--- src/rtl/gf16_poly_mac_seq.sv ---
// Sequential GF(16) polynomial multiply-accumulate: P(x) = Q(x)*D(x) + R(x).
// Coefficients in exponent form (15 = zero); one quotient coefficient per cycle.
module gf16_poly_mac_seq #(
    parameter int N = 7
) (
    input  logic                   clk,
    input  logic                   rst,
    input  logic                   in_valid,
    output logic                   in_ready,
    input  logic [4*N-1:0]         in_quotient,
    input  logic [4*N-1:0]         in_divisor,
    input  logic [4*N-1:0]         in_remainder,
    output logic                   out_valid,
    input  logic                   out_ready,
    output logic [4*(2*N-1)-1:0]   out_product
);

    localparam int W  = 4 * N;
    localparam int PW = 4 * (2 * N - 1);
    localparam int KW = (N > 1) ? $clog2(N) : 1;

    typedef enum logic [1:0] {IDLE, MAC, OUT} state_t;

    state_t          r_state, w_state_next;
    logic [W-1:0]    r_q, r_d;
    logic [PW-1:0]   r_acc, r_product;
    logic [KW-1:0]   r_k;
    logic            r_in_ready, r_out_valid;

    logic [W-1:0]    w_rem_bin;
    logic [PW-1:0]   w_pp, w_acc_next, w_prod_exp;
    logic [3:0]      w_qk;
    logic            w_accept, w_last;

    function automatic logic [3:0] exp2bin(input logic [3:0] e);
        case (e)
            4'd0:    return 4'h1;
            4'd1:    return 4'h2;
            4'd2:    return 4'h4;
            4'd3:    return 4'h8;
            4'd4:    return 4'h3;
            4'd5:    return 4'h6;
            4'd6:    return 4'hC;
            4'd7:    return 4'hB;
            4'd8:    return 4'h5;
            4'd9:    return 4'hA;
            4'd10:   return 4'h7;
            4'd11:   return 4'hE;
            4'd12:   return 4'hF;
            4'd13:   return 4'hD;
            4'd14:   return 4'h9;
            default: return 4'h0;
        endcase
    endfunction

    function automatic logic [3:0] bin2exp(input logic [3:0] b);
        case (b)
            4'h1:    return 4'd0;
            4'h2:    return 4'd1;
            4'h3:    return 4'd4;
            4'h4:    return 4'd2;
            4'h5:    return 4'd8;
            4'h6:    return 4'd5;
            4'h7:    return 4'd10;
            4'h8:    return 4'd3;
            4'h9:    return 4'd14;
            4'hA:    return 4'd9;
            4'hB:    return 4'd7;
            4'hC:    return 4'd6;
            4'hD:    return 4'd13;
            4'hE:    return 4'd11;
            4'hF:    return 4'd12;
            default: return 4'd15;
        endcase
    endfunction

    function automatic logic [3:0] gf_mul(input logic [3:0] a, input logic [3:0] b);
        logic [4:0] s;
        s = {1'b0, a} + {1'b0, b};
        if (a == 4'hF || b == 4'hF) return 4'hF;
        if (s >= 5'd15) s = s - 5'd15;
        return s[3:0];
    endfunction

    assign w_accept = in_valid && r_in_ready;
    assign w_last   = (r_k == KW'(N - 1));

    // Partial product Q[k]*D(x) is built at degree 0 and shifted up by k coefficients.
    always_comb begin
        w_qk      = r_q[4*r_k +: 4];
        w_pp      = '0;
        w_rem_bin = '0;
        for (int unsigned j = 0; j < N; j++) begin
            w_pp[4*j +: 4]      = exp2bin(gf_mul(w_qk, r_d[4*j +: 4]));
            w_rem_bin[4*j +: 4] = exp2bin(in_remainder[4*j +: 4]);
        end
        w_acc_next = r_acc ^ (w_pp << (4 * r_k));
        w_prod_exp = '0;
        for (int unsigned i = 0; i < 2 * N - 1; i++) begin
            w_prod_exp[4*i +: 4] = bin2exp(w_acc_next[4*i +: 4]);
        end
    end

    always_comb begin
        w_state_next = r_state;
        case (r_state)
            IDLE:    if (w_accept) w_state_next = MAC;
            MAC:     if (w_last) w_state_next = OUT;
            OUT:     if (r_out_valid && out_ready) w_state_next = IDLE;
            default: w_state_next = IDLE;
        endcase
    end

    always_ff @(posedge clk) begin
        if (rst) begin
            r_state     <= IDLE;
            r_q         <= '0;
            r_d         <= '0;
            r_acc       <= '0;
            r_k         <= '0;
            r_in_ready  <= 1'b1;
            r_out_valid <= 1'b0;
            r_product   <= '1;
        end else begin
            r_state     <= w_state_next;
            r_in_ready  <= (w_state_next == IDLE);
            r_out_valid <= (w_state_next == OUT);
            case (r_state)
                IDLE: begin
                    if (w_accept) begin
                        r_q            <= in_quotient;
                        r_d            <= in_divisor;
                        r_acc          <= '0;
                        r_acc[W-1:0]   <= w_rem_bin;
                        r_k            <= '0;
                    end
                end
                MAC: begin
                    r_acc <= w_acc_next;
                    if (w_last) r_product <= w_prod_exp;
                    else        r_k       <= r_k + 1'b1;
                end
                default: ;
            endcase
        end
    end

    assign in_ready    = r_in_ready;
    assign out_valid   = r_out_valid;
    assign out_product = r_product;

endmodule
--- config.mk ---
export PLATFORM = sky130hd
export DESIGN_NAME = gf16_poly_mac_seq
export DESIGN_NICKNAME = d
export VERILOG_FILES = /design/src/rtl/gf16_poly_mac_seq.sv
export SDC_FILE = /design/constraint.sdc
export NUM_CORES = 1
export LEC_CHECK = 0
export ABC_AREA = 1
export ABC_CLOCK_PERIOD_IN_PS = 6650
export CELL_PAD_IN_SITES_DETAIL_PLACEMENT = 0
export CELL_PAD_IN_SITES_GLOBAL_PLACEMENT = 1
export CORE_AREA = 2 2 203 205
export DETAILED_ROUTE_END_ITERATION = 12
export DIE_AREA = 0 0 205 207
export MAX_ROUTING_LAYER = met4
export PLACE_DENSITY = 0.91
export SLEW_MARGIN = 20
export SYNTH_ARGS = -nofsm -noshare
export SYNTH_HDL_FRONTEND = slang
export SYNTH_SLANG_ARGS = --single-unit
export TNS_END_PERCENT = 30
--- constraint.sdc ---
create_clock -name clk -period 6.65 [get_ports clk]
set_clock_uncertainty 0.1 [all_clocks]
set_input_delay 0.665 -clock clk [delete_from_list [all_inputs] [get_ports clk]]
set_output_delay 0.665 -clock clk [all_outputs]
set_load 0.1 [all_outputs]
==> results.toml <==
[floorplanning]
core.rowCount = 74
die_w_um = 205
dieArea_sq_um = 42400
die_y_um = 207
ios = 142
coreArea_sq_um = 40400
initial_utilization_pct = 41.4

[detailed_routing]
totalWireLength_um = 50200
wl_per_cell_um = 14.9
via_per_inst = 5.30
num_vias = 17844
dr.pass1.iters = 6
drt_iter0_drc = 1282
drc = 0
ant_nets = 0

[synthesis]
async_reset_ff_share_pct = 0
synthFlopType = "dfxtp_1"
syn_inst = 2744
syn_area_sq_um = 16700
ys_types = 46
synth_edf_count = 0
yosys_register_bits = 167
synth_warnings = 0
syn_nets = 3029
synth_area_per_cell_sq_um = 6.10
ys_seq_area_share_pct = 20.0

[timing]
rsz0062_at_grt = "no"
tightest_slew_ns = 0.983
hold_viol = 0
slew_viol_final = 0
setup_ws_ns = 0.764
slew_headroom_pct = 34.2
post-route-period-util_pct = 88.5
clock.fmax_ghz = 0.170
min_period_ns = 5.89
finalSetupViolations = 0
tns_ns = 0

[critical_path]
slowest_delay_ns = 0.64
endpoint_kind = "flip-flop"
cp_top_family = "simple AND/OR/NAND/NOR gates"
start_kind = "flip-flop"
slowest_stage = "a21oi_1"
cp_data_arrival_time_ns = 6.15
crit_type = "flip-flop to flip-flop"
worstPathRequired_ns = 6.92
path_max_fanout = 9
cp_common_cell = "nand2_1"
cp.buffers_inverters = 3

[placed_design]
place_ws_ns = 0.808
place_area_sq_um = 18500
globalplace.congestion = 0.956
dp_hpwl_um = 38200
io_buffers = 141

[cts]
htreeDepth = 4
ctsLongestPathBuffers = 2
numCtsBuffers = 17
cts-root-buf = "clkbuf_16"
clock_latency_ns = 0.47
cts_sinks = 167
path_clk_slew_ns = 0.07
holdBufCountCts = 0
ctsResizeCount = 0
cts_tree = "yes"
postCtsSetupBuffers = 0

[final_layout]
layout_common_cells = "nand2_1, nand3_1, inv_1"
fin_area_sq_um = 19100
final_nets = 3105
final_common_cell = "nand2_1"
syn_to_final_growth_pct = 14.3
drive_gt1_share_pct = 6.35

[global_routing]
antenna_found_initial = 1
grt_max_degree = 79
grt.total_usage_pct = 24.7
overflow = 0
first_global_vias = 16754
grt_pass1_wl_um = 83100

[pwr]
p_per_area_nw_per_um2 = 321
swShare_pct = 52.3
p_seq_share_pct = 18.6
p_int_mw = 2.92
clkPwrFrac_pct = 17.7
power_frac_comb_pct = 63.7
leakagePower_nw = 9.24
ir_drop_mv = 0.212
switchingPower_mw = 3.21
power_mw = 6.13

[flow_run]
maxCapViolCount = 0

[outcome]
status = "completed"

[worst_hold_path]
hp-class = "flip-flop to flip-flop"
## routing by layer
metal	vias to the layer above	global-route usage (%)	wire length (um)
li1	9148	-	-
met1	8170	29.8	22200
met2	447	41.9	24100
met3	79	3.84	2540
met4	0	8.19	1340
met5	-	-	0
## cell families after synthesis
family / Yosys count / synth area share (%)
buffers and inverters: 370 / 8.81
and+or+nand+nor: 1698 / 45.6
adders and majority gates: 197 / 15.0
AOI/OAI and AO/OA: 295 / 9.60
DFF: 167 / 20.0
xor gates and xnor gates: 17 / 0.980
## Yosys cell counts, types with 6 or more instances
master | instances | share of area, %
buf_6 | 6 | 0.40
o21ai_0 | 101 | 3.0
nor2_2 | 10 | 0.37
nand3_2 | 20 | 1.2
clkbuf_1 | 65 | 1.5
dfxtp_1 | 167 | 20
xnor2_1 | 6 | 0.31
fa_1 | 7 | 0.84
ha_1 | 190 | 14
a22oi_1 | 13 | 0.58
xor2_1 | 9 | 0.47
a21oi_1 | 127 | 3.8
buf_2 | 10 | 0.30
nand2_2 | 41 | 1.5
nor2_1 | 188 | 4.2
or2_2 | 10 | 0.37
inv_2 | 15 | 0.34
inv_1 | 250 | 5.6
nand2_4 | 12 | 0.81
nand4_1 | 43 | 1.6
nand3_1 | 499 | 15
a31oi_1 | 13 | 0.49
nand2_1 | 850 | 19
o21ai_1 | 9 | 0.27
buf_1 | 18 | 0.40
o211ai_1 | 25 | 1.1
nand3b_1 | 8 | 0.36
## area by class of cell
class	instances	area [sq um]
fill	4194	21300
tap	532	666
sequential	167	3350
clock inverter	13	161
multi-input combinational	2207	11900
clock buffer	19	453
timing repair buffer	158	1540
inverter	269	1020
antenna	1	2.50
## power by group through the flow
stage                     Clock (mW)  Combinational (mW)  Sequential (mW)
after floorplan                    0                2.90             1.15
after global placement             0                3.80             1.16
after detailed placement           0                3.86             1.16
after CTS                       1.11                3.88             1.14
after global routing            1.15                4.47             1.15
final                           1.08                3.91             1.14
## tightest hold or removal path, cell delays in order (launching register included)
cell and delay [ns]:
dfxtp_1 0.30, inv_1 0.07, a21oi_1 0.06
## metrics by stage
| step | util, % | instances | hold slack (ns) |
|---|---|---|---|
| 2_1_floorplan | - | 2744 | 0.329 |
| 3_3_place_gp | 45.8 | 3333 | 0.346 |
| 3_5_place_dp | 45.8 | 3333 | 0.354 |
| 4_1_cts | 47.4 | 3365 | 0.365 |
| 5_1_grt | 47.4 | 3366 | 0.387 |
| 6_report | 47.4 | 3366 | 0.363 |
## path summary, 6_finish.rpt
| kind | slack, ns | end | from | cells after the start |
|---|---|---|---|---|
| worst max register to register | 0.76 | out_product[35]$_SDFFE_PP1P_ | r_k[2]$_SDFFE_PP0P_ | 30 |
| worst min register to register | 0.36 | r_q[22]$_SDFFE_PP0P_ | r_q[22]$_SDFFE_PP0P_ | 2 |
| worst max-delay path | 0.76 | out_product[35]$_SDFFE_PP1P_ | r_k[2]$_SDFFE_PP0P_ | 30 |
| worst min-delay path | 0.36 | r_q[22]$_SDFFE_PP0P_ | r_q[22]$_SDFFE_PP0P_ | 2 |
## state kept, by name, summed over array words and instances (netlist names)
signal,count
r_d,28
r_q,28
out_product,52
r_state,2
r_acc,52
out_valid,1
r_k,3
in_ready,1
No activity file was read; power rests on OpenSTA's default activity.
